## src/rtl/axi_mst_wr_stream.sv

```systemverilog
// -----------------------------------------------------------------------------
// axi_mst_wr_stream
//   Streaming AXI write master. User commands and per-beat write data arrive on
//   separate handshake streams. Up to OST_DEPTH bursts are queued in a circular
//   buffer. Each burst goes through three stages, in order:
//     - AW issue
//     - W streaming, with WLAST generated from the burst length
//     - in-order B retirement to the user response port
//
// Optional feature (macro AXI_MST_WR_TIMEOUT_EN):
//   Adds the timeout_err output and a B-response watchdog limited by
//   TIMEOUT_CYC. The watchdog counts cycles spent waiting on an outstanding B.
//   Without the macro the port and counter do not exist and TIMEOUT_CYC is
//   unused.
//
// Ports
//   clk, rst                       clock, synchronous active-high reset
//   cmd_valid/ready, cmd_*         burst command (id, addr, len, size, burst)
//   wd_valid/ready, wd_data/strb   write-beat stream (passed straight to W)
//   aw*                            AXI AW channel (payload of head AW entry)
//   wdata/wstrb/wlast/wvalid/wready  AXI W channel
//   bid/bresp/bvalid/bready        AXI B channel
//   rsp_valid/ready, rsp_id/resp   user completion stream
//   ost_cnt                        bursts accepted but not yet retired
//   err_id                         one-cycle pulse after a B whose bid mismatched
//   timeout_err                    sticky watchdog flag (only with the macro)
// -----------------------------------------------------------------------------
module axi_mst_wr_stream #(
    parameter int ID_W        = 4,
    parameter int ADDR_W      = 32,
    parameter int DATA_W      = 64,
    parameter int OST_DEPTH   = 8,
    parameter int TIMEOUT_CYC = 1024
) (
    input  logic                          clk,
    input  logic                          rst,
    input  logic                          cmd_valid,
    output logic                          cmd_ready,
    input  logic [ID_W-1:0]               cmd_id,
    input  logic [ADDR_W-1:0]             cmd_addr,
    input  logic [7:0]                    cmd_len,
    input  logic [2:0]                    cmd_size,
    input  logic [1:0]                    cmd_burst,
    input  logic                          wd_valid,
    output logic                          wd_ready,
    input  logic [DATA_W-1:0]             wd_data,
    input  logic [DATA_W/8-1:0]           wd_strb,
    output logic [ID_W-1:0]               awid,
    output logic [ADDR_W-1:0]             awaddr,
    output logic [7:0]                    awlen,
    output logic [2:0]                    awsize,
    output logic [1:0]                    awburst,
    output logic                          awvalid,
    input  logic                          awready,
    output logic [DATA_W-1:0]             wdata,
    output logic [DATA_W/8-1:0]           wstrb,
    output logic                          wlast,
    output logic                          wvalid,
    input  logic                          wready,
    input  logic [ID_W-1:0]               bid,
    input  logic [1:0]                    bresp,
    input  logic                          bvalid,
    output logic                          bready,
    output logic                          rsp_valid,
    input  logic                          rsp_ready,
    output logic [ID_W-1:0]               rsp_id,
    output logic [1:0]                    rsp_resp,
    output logic [$clog2(OST_DEPTH):0]    ost_cnt,
    output logic                          err_id
`ifdef AXI_MST_WR_TIMEOUT_EN
    ,
    output logic                          timeout_err
`endif
);

    localparam int PTR_W = $clog2(OST_DEPTH);
    localparam int CNT_W = PTR_W + 1;
    localparam logic [CNT_W-1:0] DEPTH_C = CNT_W'(OST_DEPTH);

    // Burst descriptor storage, written at command accept.
    logic [ID_W-1:0]   id_mem    [OST_DEPTH];
    logic [ADDR_W-1:0] addr_mem  [OST_DEPTH];
    logic [7:0]        len_mem   [OST_DEPTH];
    logic [2:0]        size_mem  [OST_DEPTH];
    logic [1:0]        burst_mem [OST_DEPTH];

    logic [PTR_W-1:0] alloc_ptr_reg, aw_ptr_reg, w_ptr_reg, b_ptr_reg;
    logic [CNT_W-1:0] ost_cnt_reg, aw_pend_reg, w_pend_reg, b_pend_reg;
    logic [CNT_W-1:0] ost_cnt_next, aw_pend_next, w_pend_next, b_pend_next;
    logic [7:0]       beat_cnt_reg, beat_cnt_next;
    logic             err_id_reg;

    logic cmd_hs, aw_hs, w_hs, wlast_hs, b_hs;
    logic w_open, b_open;

    assign w_open = (w_pend_reg != '0);
    assign b_open = (b_pend_reg != '0);

    // Only the registered count gates cmd_ready. A retire in the current
    // cycle therefore frees its slot one cycle later.
    assign cmd_ready = (ost_cnt_reg < DEPTH_C);

    assign awvalid = (aw_pend_reg != '0);
    assign awid    = id_mem[aw_ptr_reg];
    assign awaddr  = addr_mem[aw_ptr_reg];
    assign awlen   = len_mem[aw_ptr_reg];
    assign awsize  = size_mem[aw_ptr_reg];
    assign awburst = burst_mem[aw_ptr_reg];

    // W is a pass-through, gated until the head burst has completed its AW.
    assign wvalid   = wd_valid & w_open;
    assign wd_ready = wready & w_open;
    assign wdata    = wd_data;
    assign wstrb    = wd_strb;
    assign wlast    = wvalid & (beat_cnt_reg == len_mem[w_ptr_reg]);

    assign bready    = rsp_ready & b_open;
    assign rsp_valid = bvalid & b_open;
    assign rsp_id    = id_mem[b_ptr_reg];
    assign rsp_resp  = bresp;

    assign ost_cnt = ost_cnt_reg;
    assign err_id  = err_id_reg;

    assign cmd_hs   = cmd_valid & cmd_ready;
    assign aw_hs    = awvalid & awready;
    assign w_hs     = wvalid & wready;
    assign wlast_hs = w_hs & wlast;
    assign b_hs     = bvalid & bready;

    // Each stage counter is incremented by the stage before it and decremented
    // by its own handshake. A simultaneous +1 and -1 leaves it unchanged.
    always_comb begin
        ost_cnt_next  = ost_cnt_reg + CNT_W'(cmd_hs) - CNT_W'(b_hs);
        aw_pend_next  = aw_pend_reg + CNT_W'(cmd_hs) - CNT_W'(aw_hs);
        w_pend_next   = w_pend_reg + CNT_W'(aw_hs) - CNT_W'(wlast_hs);
        b_pend_next   = b_pend_reg + CNT_W'(wlast_hs) - CNT_W'(b_hs);
        beat_cnt_next = beat_cnt_reg;
        if (wlast_hs) begin
            beat_cnt_next = 8'd0;
        end else if (w_hs) begin
            beat_cnt_next = beat_cnt_reg + 8'd1;
        end
    end

    always_ff @(posedge clk) begin
        if (cmd_hs) begin
            id_mem[alloc_ptr_reg]    <= cmd_id;
            addr_mem[alloc_ptr_reg]  <= cmd_addr;
            len_mem[alloc_ptr_reg]   <= cmd_len;
            size_mem[alloc_ptr_reg]  <= cmd_size;
            burst_mem[alloc_ptr_reg] <= cmd_burst;
        end
    end

    always_ff @(posedge clk) begin
        if (rst) begin
            alloc_ptr_reg <= '0;
            aw_ptr_reg    <= '0;
            w_ptr_reg     <= '0;
            b_ptr_reg     <= '0;
            ost_cnt_reg   <= '0;
            aw_pend_reg   <= '0;
            w_pend_reg    <= '0;
            b_pend_reg    <= '0;
            beat_cnt_reg  <= '0;
            err_id_reg    <= 1'b0;
        end else begin
            if (cmd_hs)   alloc_ptr_reg <= alloc_ptr_reg + PTR_W'(1);
            if (aw_hs)    aw_ptr_reg    <= aw_ptr_reg + PTR_W'(1);
            if (wlast_hs) w_ptr_reg     <= w_ptr_reg + PTR_W'(1);
            if (b_hs)     b_ptr_reg     <= b_ptr_reg + PTR_W'(1);
            ost_cnt_reg  <= ost_cnt_next;
            aw_pend_reg  <= aw_pend_next;
            w_pend_reg   <= w_pend_next;
            b_pend_reg   <= b_pend_next;
            beat_cnt_reg <= beat_cnt_next;
            // A mismatching response is still retired; only flag it.
            err_id_reg   <= b_hs & (bid != id_mem[b_ptr_reg]);
        end
    end

`ifdef AXI_MST_WR_TIMEOUT_EN
    localparam int TO_W = $clog2(TIMEOUT_CYC) + 1;
    localparam logic [TO_W-1:0] TO_LIM = TO_W'(TIMEOUT_CYC - 1);

    logic [TO_W-1:0] wd_cnt_reg;
    logic            timeout_err_reg;

    always_ff @(posedge clk) begin
        if (rst) begin
            wd_cnt_reg      <= '0;
            timeout_err_reg <= 1'b0;
        end else begin
            if (!b_open || b_hs) begin
                wd_cnt_reg <= '0;
            end else if (wd_cnt_reg != TO_LIM) begin
                wd_cnt_reg <= wd_cnt_reg + TO_W'(1);
            end
            if (wd_cnt_reg == TO_LIM) begin
                timeout_err_reg <= 1'b1;
            end
        end
    end

    assign timeout_err = timeout_err_reg;
`endif

endmodule
```

## config.mk

```make
export PLATFORM = sky130hd
export DESIGN_NAME = axi_mst_wr_stream
export DESIGN_NICKNAME = d
export VERILOG_FILES = /design/src/rtl/axi_mst_wr_stream.sv
export SDC_FILE = /design/constraint.sdc
export NUM_CORES = 1
export LEC_CHECK = 0
export CELL_PAD_IN_SITES_DETAIL_PLACEMENT = 0
export CELL_PAD_IN_SITES_GLOBAL_PLACEMENT = 1
export CORE_ASPECT_RATIO = 1.25
export CORE_MARGIN = 3
export CORE_UTILIZATION = 46
export CTS_CLUSTER_SIZE = 30
export DETAILED_ROUTE_END_ITERATION = 8
export GPL_ROUTABILITY_DRIVEN = 1
export PLACE_DENSITY = 0.82
export SKIP_LAST_GASP = 1
export SLEW_MARGIN = 5
export SYNTH_ARGS = -nofsm -noshare
export SYNTH_HDL_FRONTEND = slang
export SYNTH_SLANG_ARGS = --single-unit
```

## constraint.sdc

```tcl
create_clock -name clk -period 5.89 [get_ports clk]
set_input_delay 1.178 -clock clk [delete_from_list [all_inputs] [get_ports clk]]
set_output_delay 1.178 -clock clk [all_outputs]
set_load 0.01 [all_outputs]
```

==> summary.md <==
| Metric | Value |
|---|---|
| Outcome | finished clean |
| Worst vdd ir | 0.2743 mV |
| CP top delay family | multiplexers |
| Worst Tran Pin Value | 0.9481 ns |
| Final Skew | 0.01944 ns |
| # port buffers | 125 |
| Fin. Hold Viols | 0 |
| CP bufs+invs | 2 |
| Clock transition at path regs | 0.06 ns |
| Residual DRC | 0 |
| Core area | 0.03864 mm^2 |
| PD cells | 403.7 mW/mm^2 |
| Via count | 8632 |
| Worst-Skew Late Latency | 0.57 ns |
| Synth Flop Type | edfxtp_1 |
| Initial DRC Count | 502 |
| Layout Area Growth over Synthesis | 15.13% |
| Setup TNS | 0 ns |
| Critical path data required time | 4.71 ns |
| Final period util | 83.12% |
| Initial antenna violation count | 2 |
| Synthesized area | 0.01825 mm^2 |
| HP Start | aw_ptr_reg[1] |
| Final-report setup violation count | 0 |
| Initial core utilization | 47.24% |
| Setup crit end kind | output pin |
| Largest net degree at the start of global routing | 79 |
| Final ANT Viol Nets | 0 |
| Max Clock Freq | 204.3 MHz |
| First-pass GRT wire length | 56.19 mm |
| Routed len/inst | 22.90 um |
| Max cap viols | 0 |
| Ys Warns | 0 |
| CP startpoint kind | register |
| Rel. slew slack | 36.79% |
| Width of the chip | 184.2 um |
| # IOs | 274 |
| Final hold slack | 0.4836 ns |
| Final-stage net count | 1194 |
| Max FFs per register | 256 |
| Synth Net Count | 1123 |
| HPWL Detailed | 21.11 mm |
| RSZ-0062 raised after global routing | no |
| Die extent in y | 228.7 um |
| GRT Total Usage | 17.42% |
| CTS max path bufs | 3 |
| FFs w/ async S/R, synth | 0% |
| H-tree depth | 2 |
| Hold crit path type | register to register |
| Setup bufs post-CTS | 0 |
| Critical Path Slowest Stage Cell | dfxtp_1 |
| Cells after synthesis | 960 |
| Row count | 80 |
| Sink Count | 438 |
| Drt pass-1 iters | 4 |
| EDFF count, synth | 392 |
| CTS tree | built |
| Register area share after synthesis | 69.53% |
| Biggest regs | addr_mem (256), len_mem (64), id_mem (32) |
| Fin. max-slew vios | 0 |
| Antenna cells | 0 |
| CTS Buf Count | 44 |
| Number of global-route vias before repair | 9460 |
| DIE AREA | 0.04212 mm^2 |
| Final wirelength | 35.65 mm |
| Fin crit period | 4.896 ns |
| Share of layout cells above drive strength 1 | 24.41% |
| Vias per cell | 5.544 |
| CP Class | register to output pin |
| Total congestion overflow | 0 |
| Seq cells post-synth | 438 |
| Largest stage delay, worst path | 0.74 ns |
| Leakage | 6.677 nW |
| GPL Wtd Cong | 0.7112 |
| Most flops, register | addr_mem |
| Root buffer cell | clkbuf_16 |
| Mean Syn Cell Area | 19.01 um^2 |
| Post-synthesis cell type count | 45 |
| Post-CTS Hold Buffers | 0 |
| Fill cells | 3016 |
| Worst path cell trace | mux4_1 > mux2i_1 > xnor2_1 > o21bai_1 > or4_4 > inv_1 > clkdlybuf4s50_1 |
| Post-CTS Resized | 0 |
| Largest fanout on the critical path | 14 |
| Arrival time at the worst endpoint | 3.72 ns |
[cell families after synthesis]
group,share of synthesized area (%)
adders and majority gates,2.084
xor gates and xnor gates,1.295
buffers and inverters,4.627
AOI/OAI and AO/OA,1.220
muxes,18.58
and+or+nand+nor,2.660
DFF,69.53
[tightest hold or removal path, cell delays in order, from the launching register on]
cell     delay [ns]
dfxtp_1        0.31
nand2_1        0.06
a21oi_1        0.07
[power by group]
group / total, mW / switching (mW) / internal (mW)
clock: 2.62 / 1.16 / 1.45
combinational: 2.10 / 0.894 / 1.20
sequential: 3.77 / 0.168 / 3.60
total: 8.48 / 2.22 / 6.26
[metrics by stage]
step / util, % / power (mW) / std cells / cell area (um^2) / worst slack, ns
2_1_floorplan: - / 5.188 / 960 / 18250 / 0.3741
3_3_place_gp: 50.84 / 5.944 / 1477 / 19640 / 1.512
3_5_place_dp: 50.84 / 5.985 / 1477 / 19640 / 1.495
4_1_cts: 54.39 / 8.618 / 1557 / 21020 / 0.9804
5_1_grt: 54.39 / 8.922 / 1557 / 21020 / 0.7403
6_report: 54.39 / 8.484 / 1557 / 21020 / 0.9943
[cells in the final DEF (no fill, tap or decap), types with 5 or more instances in the layout]
master / Yosys / layout
xnor2_1: 10 / 10
nor2b_1: 10 / 10
ha_1: 24 / 24
clkbuf_16: 0 / 44
clkinv_1: 0 / 6
xor2_1: 17 / 17
edfxtp_1: 392 / 392
inv_1: 30 / 30
dfxtp_1: 46 / 43
a22oi_1: 8 / 8
mux2_2: 53 / 53
buf_12: 0 / 5
clkdlybuf4s50_1: 0 / 125
mux4_2: 112 / 112
clkbuf_1: 29 / 10
a21oi_1: 13 / 13
nor3_1: 7 / 5
nand2_1: 18 / 18
nor2_4: 0 / 6
and3_1: 5 / 5
buf_4: 75 / 12
clkinv_2: 0 / 9
nor2_1: 31 / 25
mux2i_1: 22 / 22
[cell type report]
type                       count  area [um^2]  area share, %
multi-input combinational    375         4772          22.71
inverter                      30        112.6         0.5358
sequential                   438        12700          60.43
tap                          492        615.6          2.929
timing repair buffer         142         1441          6.858
clock buffer                  55         1152          5.483
clock inverter                25        221.5          1.054
[cells in the mapped netlist, types with 2 or more instances]
library cell | n | area, um^2
a22oi_1 | 8 | 60.06
mux4_2 | 112 | 2522
inv_1 | 30 | 112.6
a31oi_1 | 2 | 12.51
nor3b_1 | 2 | 15.01
nand2_1 | 18 | 67.56
ha_1 | 24 | 300.3
mux2i_1 | 22 | 220.2
o21ai_1 | 2 | 10.01
fa_1 | 4 | 80.08
nand2b_1 | 3 | 18.77
dfxtp_1 | 46 | 920.9
nor3_1 | 7 | 35.03
buf_4 | 75 | 563.0
a21o_1 | 4 | 30.03
nor2b_1 | 10 | 62.56
nand3_1 | 4 | 20.02
mux2_2 | 53 | 596.8
buf_2 | 3 | 15.01
nand4_1 | 2 | 12.51
a21oi_1 | 13 | 65.06
edfxtp_1 | 392 | 11770
and2_1 | 3 | 18.77
and4_1 | 2 | 17.52
and3_1 | 5 | 31.28
or3_1 | 2 | 12.51
clkbuf_1 | 29 | 108.9
mux4_1 | 2 | 52.55
nor2_1 | 31 | 116.4
nand3b_1 | 2 | 15.01
buf_1 | 9 | 33.78
xnor2_1 | 10 | 87.58
xor2_1 | 17 | 148.9
[path summary, 6_finish.rpt]
path,to,slack (ns),cells after the start
max,wlast,0.99,7
min,register,0.48,2
max reg2reg,b_pend_reg[2],1.56,13
min reg2reg,register,0.48,2
[layer usage]
metal | GRT usage [%] | wire (um)
met5 | 0 | 34
met4 | 4.940 | 798
met1 | 22.63 | 14590
met3 | 4.839 | 2648
met2 | 28.94 | 17580
Power figures use the tool's default switching activity.
